===== src/rtl/evm_pkg.sv =====
`default_nettype none
// ============================================================================
// Module      : evm_pkg
// Description : Shared definitions for the result readout unit: default
//               parameter values, field widths, record tag codes, the FSM
//               state encoding and the packed record layout.
// Revision    : 1.0 - initial release
// ============================================================================
package evm_pkg;

  // Default parameter values
  localparam int DEF_NUM_CAND  = 3;
  localparam int DEF_NUM_VOTER = 4;
  localparam int DEF_CNT_W     = 4;

  // Fixed field widths of the record interface
  localparam int TAG_W   = 2;
  localparam int IDX_W   = 2;
  localparam int VAL_W   = 6;
  localparam int VOTED_W = 3;

  // Record tag codes
  localparam logic [TAG_W-1:0] TAG_CAND   = 2'b00;
  localparam logic [TAG_W-1:0] TAG_TOTAL  = 2'b01;
  localparam logic [TAG_W-1:0] TAG_VOTED  = 2'b10;
  localparam logic [TAG_W-1:0] TAG_WINNER = 2'b11;

  // Readout FSM states
  typedef enum logic [1:0] {
    ST_IDLE = 2'b00,
    ST_SCAN = 2'b01,
    ST_SEND = 2'b10,
    ST_DONE = 2'b11
  } state_t;

  // One output record
  typedef struct packed {
    logic [TAG_W-1:0] tag;
    logic [IDX_W-1:0] index;
    logic [VAL_W-1:0] value;
  } rec_t;

endpackage : evm_pkg
`default_nettype wire


===== src/rtl/max_tracker.sv =====
`default_nettype none
// ============================================================================
// Module      : max_tracker
// Description : Running-maximum tracker. Fed one (index, count) pair per
//               enabled cycle; keeps the largest count, the lowest index
//               holding it, and a tie flag.
// Ports       : clk, reset      - clock, synchronous active-high reset
//               clear           - restart tracking (new readout)
//               en              - a valid (index, count) pair is present
//               index, count    - candidate being examined
//               max_index       - lowest index of the largest count so far
//               max_count       - largest count so far
//               tie             - largest count seen more than once
// Revision    : 1.0 - initial release
// ============================================================================
module max_tracker
  import evm_pkg::*;
#(
  parameter int CNT_W = DEF_CNT_W
) (
  input  logic             clk,
  input  logic             reset,
  input  logic             clear,
  input  logic             en,
  input  logic [IDX_W-1:0] index,
  input  logic [CNT_W-1:0] count,
  output logic [IDX_W-1:0] max_index,
  output logic [CNT_W-1:0] max_count,
  output logic             tie
);

  logic [IDX_W-1:0] r_max_index;
  logic [CNT_W-1:0] r_max_count;
  logic             r_tie;

  // The maximum starts at zero, so a zero-count first candidate already
  // registers as a tie; this is what makes an all-zero tally report tie=1.
  always_ff @(posedge clk) begin
    if (reset || clear) begin
      r_max_index <= '0;
      r_max_count <= '0;
      r_tie       <= 1'b0;
    end else if (en) begin
      if (count > r_max_count) begin
        r_max_count <= count;
        r_max_index <= index;
        r_tie       <= 1'b0;
      end else if (count == r_max_count) begin
        r_tie       <= 1'b1;   // keep the lower index already held
      end
    end
  end

  assign max_index = r_max_index;
  assign max_count = r_max_count;
  assign tie       = r_tie;

endmodule : max_tracker
`default_nettype wire


===== src/rtl/result_readout_unit.sv =====
`default_nettype none
// ============================================================================
// Module      : result_readout_unit
// Description : Snapshots the candidate tally and voter status words, scans
//               the candidates one per cycle (total, running maximum, voted
//               count) and then streams NUM_CAND+3 records over a
//               valid/ready handshake: one per candidate, total votes,
//               voters voted and the winner.
// Ports       : clk, reset        - clock, synchronous active-high reset
//               candidate_counts  - flattened tally, candidate i at [i*CNT_W +: CNT_W]
//               voter_status      - flattened status words, nonzero = voted
//               start             - readout request (honoured in IDLE only)
//               busy              - readout in progress
//               rec_valid/ready   - record handshake
//               rec_tag/index/value - current record
//               winner, tie, done - summary and one-cycle completion pulse
// Revision    : 1.0 - initial release
// ============================================================================
module result_readout_unit
  import evm_pkg::*;
#(
  parameter int NUM_CAND  = DEF_NUM_CAND,
  parameter int NUM_VOTER = DEF_NUM_VOTER,
  parameter int CNT_W     = DEF_CNT_W
) (
  input  logic                      clk,
  input  logic                      reset,
  input  logic [NUM_CAND*CNT_W-1:0] candidate_counts,
  input  logic [NUM_VOTER*CNT_W-1:0] voter_status,
  input  logic                      start,
  output logic                      busy,
  output logic                      rec_valid,
  input  logic                      rec_ready,
  output logic [TAG_W-1:0]          rec_tag,
  output logic [IDX_W-1:0]          rec_index,
  output logic [VAL_W-1:0]          rec_value,
  output logic [IDX_W-1:0]          winner,
  output logic                      tie,
  output logic                      done
);

  localparam int PTR_W = $clog2(NUM_CAND + 3);
  localparam logic [IDX_W-1:0] C_SCAN_LAST = IDX_W'(NUM_CAND - 1);
  localparam logic [PTR_W-1:0] C_PTR_TOTAL = PTR_W'(NUM_CAND);
  localparam logic [PTR_W-1:0] C_PTR_VOTED = PTR_W'(NUM_CAND + 1);
  localparam logic [PTR_W-1:0] C_PTR_LAST  = PTR_W'(NUM_CAND + 2);

  state_t                     r_state;
  logic [NUM_CAND*CNT_W-1:0]  r_counts;
  logic [NUM_VOTER*CNT_W-1:0] r_voters;
  logic [IDX_W-1:0]           r_scan_idx;
  logic [PTR_W-1:0]           r_ptr;
  logic [VAL_W-1:0]           r_total;
  logic [VOTED_W-1:0]         r_voted;
  logic                       r_busy;
  logic                       r_valid;
  rec_t                       r_rec;
  logic [IDX_W-1:0]           r_winner;
  logic                       r_tie;
  logic                       r_done;

  logic [CNT_W-1:0]   w_cnt [NUM_CAND];
  logic [VOTED_W-1:0] w_voted;
  logic [PTR_W-1:0]   w_sel_ptr;
  logic [IDX_W-1:0]   w_cidx;
  rec_t               w_rec;
  logic               w_accept;
  logic [IDX_W-1:0]   w_max_index;
  logic [CNT_W-1:0]   w_max_count;
  logic               w_max_tie;

  assign w_accept = (r_state == ST_IDLE) && start;

  // Unpack the snapshot so candidates can be selected by index
  for (genvar g = 0; g < NUM_CAND; g++) begin : g_unpack
    assign w_cnt[g] = r_counts[g*CNT_W +: CNT_W];
  end

  // Number of voters with a nonzero status word in the snapshot
  always_comb begin
    w_voted = '0;
    for (int v = 0; v < NUM_VOTER; v++) begin
      if (r_voters[v*CNT_W +: CNT_W] != '0) begin
        w_voted = w_voted + VOTED_W'(1);
      end
    end
  end

  // Record to load next: record 0 when leaving SCAN, otherwise the one
  // after the record currently presented.
  always_comb begin
    w_sel_ptr = (r_state == ST_SCAN) ? '0 : r_ptr + PTR_W'(1);
    w_cidx    = (w_sel_ptr < C_PTR_TOTAL) ? w_sel_ptr[IDX_W-1:0] : '0;
    w_rec     = '0;
    if (w_sel_ptr < C_PTR_TOTAL) begin
      w_rec.tag   = TAG_CAND;
      w_rec.index = w_cidx;
      w_rec.value = VAL_W'(w_cnt[w_cidx]);
    end else if (w_sel_ptr == C_PTR_TOTAL) begin
      w_rec.tag   = TAG_TOTAL;
      w_rec.value = r_total;
    end else if (w_sel_ptr == C_PTR_VOTED) begin
      w_rec.tag   = TAG_VOTED;
      w_rec.value = VAL_W'(r_voted);
    end else begin
      w_rec.tag   = TAG_WINNER;
      w_rec.index = w_max_index;
      w_rec.value = VAL_W'(w_max_count);
    end
  end

  max_tracker #(
    .CNT_W (CNT_W)
  ) u_max_tracker (
    .clk       (clk),
    .reset     (reset),
    .clear     (w_accept),
    .en        (r_state == ST_SCAN),
    .index     (r_scan_idx),
    .count     (w_cnt[r_scan_idx]),
    .max_index (w_max_index),
    .max_count (w_max_count),
    .tie       (w_max_tie)
  );

  always_ff @(posedge clk) begin
    if (reset) begin
      r_state    <= ST_IDLE;
      r_counts   <= '0;
      r_voters   <= '0;
      r_scan_idx <= '0;
      r_ptr      <= '0;
      r_total    <= '0;
      r_voted    <= '0;
      r_busy     <= 1'b0;
      r_valid    <= 1'b0;
      r_rec      <= '0;
      r_winner   <= '0;
      r_tie      <= 1'b0;
      r_done     <= 1'b0;
    end else begin
      r_done <= 1'b0;
      case (r_state)
        ST_IDLE: begin
          if (start) begin
            r_counts   <= candidate_counts;
            r_voters   <= voter_status;
            r_scan_idx <= '0;
            r_ptr      <= '0;
            r_total    <= '0;
            r_voted    <= '0;
            r_busy     <= 1'b1;
            r_winner   <= '0;
            r_tie      <= 1'b0;
            r_state    <= ST_SCAN;
          end
        end
        ST_SCAN: begin
          r_total <= r_total + VAL_W'(w_cnt[r_scan_idx]);
          if (r_scan_idx == '0) begin
            r_voted <= w_voted;
          end
          if (r_scan_idx == C_SCAN_LAST) begin
            r_valid <= 1'b1;
            r_rec   <= w_rec;
            r_ptr   <= '0;
            r_state <= ST_SEND;
          end else begin
            r_scan_idx <= r_scan_idx + IDX_W'(1);
          end
        end
        ST_SEND: begin
          if (rec_ready) begin
            if (r_ptr == C_PTR_LAST) begin
              r_valid  <= 1'b0;
              r_busy   <= 1'b0;
              r_done   <= 1'b1;
              r_rec    <= '0;
              r_winner <= w_max_index;
              r_tie    <= w_max_tie;
              r_state  <= ST_DONE;
            end else begin
              r_ptr <= r_ptr + PTR_W'(1);
              r_rec <= w_rec;
            end
          end
        end
        ST_DONE: begin
          r_state <= ST_IDLE;
        end
        default: begin
          r_state <= ST_IDLE;
        end
      endcase
    end
  end

  assign busy      = r_busy;
  assign rec_valid = r_valid;
  assign rec_tag   = r_rec.tag;
  assign rec_index = r_rec.index;
  assign rec_value = r_rec.value;
  assign winner    = r_winner;
  assign tie       = r_tie;
  assign done      = r_done;

endmodule : result_readout_unit
`default_nettype wire


===== config.mk =====
export PLATFORM = sky130hd
export DESIGN_NAME = result_readout_unit
export DESIGN_NICKNAME = d
export VERILOG_FILES = /design/src/rtl/evm_pkg.sv /design/src/rtl/max_tracker.sv /design/src/rtl/result_readout_unit.sv
export SDC_FILE = /design/constraint.sdc
export NUM_CORES = 1
export LEC_CHECK = 0
export CORE_UTILIZATION = 51
export CTS_CLUSTER_DIAMETER = 60
export DETAILED_ROUTE_END_ITERATION = 8
export HOLD_SLACK_MARGIN = 0.02
export PLACE_DENSITY = 0.78
export SYNTH_ARGS = -nofsm -noshare
export SYNTH_HDL_FRONTEND = slang
export SYNTH_HIERARCHICAL = 1
export SYNTH_SLANG_ARGS = --single-unit

===== constraint.sdc =====
create_clock -name clk -period 3.6 [get_ports clk]
set_input_delay 0.54 -clock clk [delete_from_list [all_inputs] [get_ports clk]]
set_output_delay 0.54 -clock clk [all_outputs]
set_load 0.02 [all_outputs]

* Yosys cells after proc, flatten, opt, wreduce, memory -nomap -nowiden
Cells that the tools add are included.
Operators by class: bitwise logic cells 4, $lt $le $gt $ge 4, multiplexer cells 56, add/sub/neg operators 6, equality and inequality tests 15, reduce and logical (&&, ||, !) cells 25
Operators by type and width (count):
- $mux 10 | 4
- $mux 3 | 9
- $mux 2 | 12
- $mux 4 | 5
- $pmux 10 s2 | 1
- $bmux 4 s2 | 2
- $reduce_bool 4->1 | 4
- $ne 2x2->1 const B | 7
- $add 3x1->3 const B | 4
- $mux 1 | 12
- $mux 6 | 2
- $pmux 6 s2 | 1
- $reduce_and 4->1 | 3
- $pmux 3 s3 | 1
- $reduce_and 3->1 | 3
- $pmux 2 s2 | 2
- $pmux 2 s4 | 1
- $reduce_and 2->1 | 4
- $reduce_bool 2->1 | 4
- $add 6x4->6 | 1
- $eq 2x2->1 const B | 3
- $eq 3x3->1 const B | 2
- $ge 3x3->1 const B | 2
- $not 2->3 | 2
- 15 further kinds | 19
Storage, ports and cells: output and inout port bits 16, input bits 32, bits in registers 67, logic and storage cells 128

* Logic depth before layout (Yosys ltp)
depth after elaboration 12, depth in mapped cells 10, depth with buffers taken out 10

* Modules after synthesis
The synthesis kept the hierarchy.
Modules (own cells, without submodules):
- result_readout_unit | instances 1, sequential area each 1201.2 um^2, area an instance 3149.3 um^2, cells an instance 383
- max_tracker | instances 1, sequential area each 140.1 um^2, area an instance 391.6 um^2, cells an instance 43

* Worst setup path before layout
Ideal clock, no wire load.
kind flip-flop to flip-flop, start point reg r_scan_idx[1], end point reg r_total[4], library setup time 0.122 ns, cell stages (with the launch flop) 10, arrival 2.137 ns, path slack 1.341 ns, required time 3.478 ns, clock period less this slack 2.259 ns, cell sequence dfxtp_1 clkbuf_1 mux2i_1 o21ai_0 ha_1 fa_1 a21o_1 a21oi_1 mux2i_1 o21ai_0
On the way: longest elaborated chain between the ends 6
RTL lines:
- start, declared | RTL line result_readout_unit.sv:51 | logic [IDX_W-1:0] r_scan_idx;
- start signal, assigned | RTL line result_readout_unit.sv:169 | r_scan_idx <= r_scan_idx + IDX_W'(1);
- $not 2->3 (implied by the code) | RTL line result_readout_unit.sv:159 | r_total <= r_total + VAL_W'(w_cnt[r_scan_idx]);
- $bmux 4 s2 | RTL line result_readout_unit.sv:159
- $mux 4 (implied by the code) (2 in series) | RTL line result_readout_unit.sv:159
- $add 6x4->6 | RTL line result_readout_unit.sv:159
- $pmux 6 s2 | RTL line result_readout_unit.sv:143 | case (r_state)
- end signal, assigned | RTL line result_readout_unit.sv:159
- end, declared | RTL line result_readout_unit.sv:53 | logic [VAL_W-1:0] r_total;
No other way between the ends. The select of a mux whose other input is x is not followed. A chain may end at the register's enable or synchronous reset.

* Worst setup path in the final report
Ends and elaborated chain as after synthesis.

==> impl_metrics.tcl <==
set metrics [dict create \
    synth_seq_area_share 0.379 \
    clock-sinks 67 \
    die_y_um 85.3 \
    place.gp.congestion 0.918 \
    io_buffers 47 \
    coreArea_um2 6760 \
    async_reset_ff_frac 0 \
    comb_power_share 0.424 \
    power.internal_w 0.00162 \
    nets 514 \
    hold_viol_final 0 \
    relSlewSlack 0.367 \
    cts.reportedPaths.clkPinSlew_ns 0.07 \
    grt_pass1_vias 2963 \
    clk_latency_ns 0.34 \
    syn_to_final_growth_pct 18.4 \
    cts_tree "done" \
    finalSetupTns_ns 0 \
    p_clk_frac 0.230 \
    post-place-cells 531 \
    crit_type "reg -> reg" \
    synth_ff_type "dfxtp_1" \
    wire_per_inst_um 15.2 \
    antennaDiodeCount 0 \
    regArea_um2 1340 \
    ys_types 57 \
    syn-num-nets 478 \
    swShare 0.397 \
    p_leak_nw 1.58 \
    hpwlAfterDp_um 6000 \
    period_needed_ns 2.43 \
    firstDrtPassIters 5 \
    status "finished clean" \
    synth-edff-count 0 \
    p_switching_w 0.00107 \
    cts_resized 0 \
    ys_ff_latch 67 \
    grt_pass1_wl_um 14300 \
    rows 30 \
    fin_crit_sh 0.675 \
    postRouteAntennaNets 0 \
    ios 48 \
    ir_drop_uv 508 \
    fillers 648 \
    cts_setup_buffers 0 \
    rsz0062_at_grt "no" \
    required_ns 3.83 \
    multi_input_area_um2 2010 \
    cts_hold_buf 0 \
    synth_top_area_cell "dfxtp_1" \
    final_cell_mix "nand2_1, dfxtp_1, a21oi_1, clkdlybuf4s50_1, nor2_1" \
    path_max_fanout 8 \
    final_cells 547 \
    synthCells 426 \
    die_w_um 85.3 \
    grt_max_degree 40 \
    htreeDepth 3 \
    antenna_found_initial 0 \
    wl_um 8330 \
    power_density_nw_per_um2 641 \
    drc_errors 0 \
    final.setup_skew_ns 0.00679 \
    setup_violations 0 \
    clockBufferDepth 2 \
    grt-ovfl-total 0 \
    clockRootBuffer "clkbuf_8" \
    hold_path_class "reg -> reg" \
    cp.arrival_ns 2.66 \
    yosysTopAreaCellShare 0.379 \
    fmaxAchievable_ghz 0.412 \
    viasPerCell 5.73 \
    drv_cap 0 \
    synth_warnings 6 \
    avgSynthCellArea_um2 8.31 \
    dieArea_um2 7280 \
    worstSetupEndpointType "flip-flop" \
    start_kind "flip-flop" \
    drt_iter0_markers 251 \
    drive_above_1_share 0.0878 \
    seqPwrFrac 0.347 \
    vias 3136 \
    syn_area_um2 3540 \
    final_max_slew_viol_count 0 \
    final_common_cell "nand2_1" \
    synth_area_leaders "dfxtp_1, nand2_1, ha_1" \
    worst_slew_pin_slew_ns 0.941 \
    grt.total_usage 0.248 \
    cts_buffers 9 \
    start_util 0.524 \
]
area by class of cell:
class | instances | share of cell area
tap | 80 | 0.0239
multi-input combinational | 318 | 0.478
clock inverter | 5 | 0.0125
timing repair buffer | 51 | 0.118
sequential | 67 | 0.320
clock buffer | 11 | 0.0337
inverter | 15 | 0.0134
power by group through the flow:
stage	clock network (W)	registers [W]	logic (W)
after floorplan	0	0.000929	0.000881
after global placement	0	0.000943	0.00109
after detailed placement	0	0.000946	0.00113
after CTS	0.000629	0.000930	0.00113
after global routing	0.000661	0.000946	0.00126
final	0.000618	0.000932	0.00114
sequential cells by signal (all words and copies together) (netlist names), 2 cells and up:
signal	cells
r_voters	16
r_counts	12
r_total	6
rec_value	6
u_max_tracker/max_count	4
r_ptr	3
r_voted	3
r_scan_idx	2
r_state	2
rec_index	2
rec_tag	2
u_max_tracker/max_index	2
winner	2
path summary, 6_finish.rpt:
| kind | from | to | slack, ns | depth (start not counted) |
|---|---|---|---|---|
| worst max-delay path | r_scan_idx[1] | r_total[4] | 1.17 | 9 |
| worst min-delay path | rec_tag[1] | rec_tag[1] | 0.45 | 2 |
| worst max register to register | r_scan_idx[1] | r_total[4] | 1.17 | 9 |
| worst min register to register | rec_tag[1] | rec_tag[1] | 0.45 | 2 |
cells in the mapped netlist, drive strengths merged (3+ instances only):
library cell / instances
nand2: 88
dfxtp: 67
a21oi: 47
nor2: 25
o21ai: 20
ha: 19
clkbuf: 18
mux2i: 17
inv: 15
buf: 8
a22oi: 7
nand4: 7
nor2b: 7
a32oi: 6
nor3: 6
and2: 5
a21o: 4
a32o: 4
nand4b: 4
o31ai: 4
or2: 4
mux2: 3
nand2b: 3
nand3: 3
nor3b: 3
nor4: 3
xor2: 3
kinds of logic after synthesis:
| logic type | after synthesis | synth area share |
|---|---|---|
| AOI/OAI and AO/OA | 105 | 0.194 |
| muxes | 20 | 0.0611 |
| DFF | 67 | 0.379 |
| adders and majority gates | 20 | 0.0728 |
| and+or+nand+nor | 169 | 0.227 |
| xor gates and xnor gates | 4 | 0.0120 |
| buffers and inverters | 41 | 0.0548 |
metal layers:
layer	global-route usage	routed length, µm	up-vias
met2	0.382	3740	105
li1	-	-	1560
met3	0.0467	461	16
met5	0	0	-
met4	0.0848	133	0
met1	0.350	4000	1455
stage by stage:
step	total power, W	hold WS [ns]	area, µm²	worst slack (ns)	utilization
2_1_floorplan	0.00181	0.431	3540	1.34	-
3_3_place_gp	0.00204	0.440	4000	1.25	0.592
3_5_place_dp	0.00208	0.444	4000	1.20	0.592
4_1_cts	0.00269	0.455	4190	1.20	0.621
5_1_grt	0.00287	0.466	4190	0.941	0.621
6_report	0.00269	0.452	4190	1.17	0.621
worst max-delay path, stage by stage, from the launching register on:
cell and delay, ns:
dfxtp_1 0.53, nor2_1 0.14, nand2_1 0.09, o21ai_0 0.18
ha_1 0.30, fa_1 0.42, a21o_1 0.20, a21oi_1 0.17
mux2i_1 0.19, o21ai_0 0.09
Power figures use the tool's default switching activity.
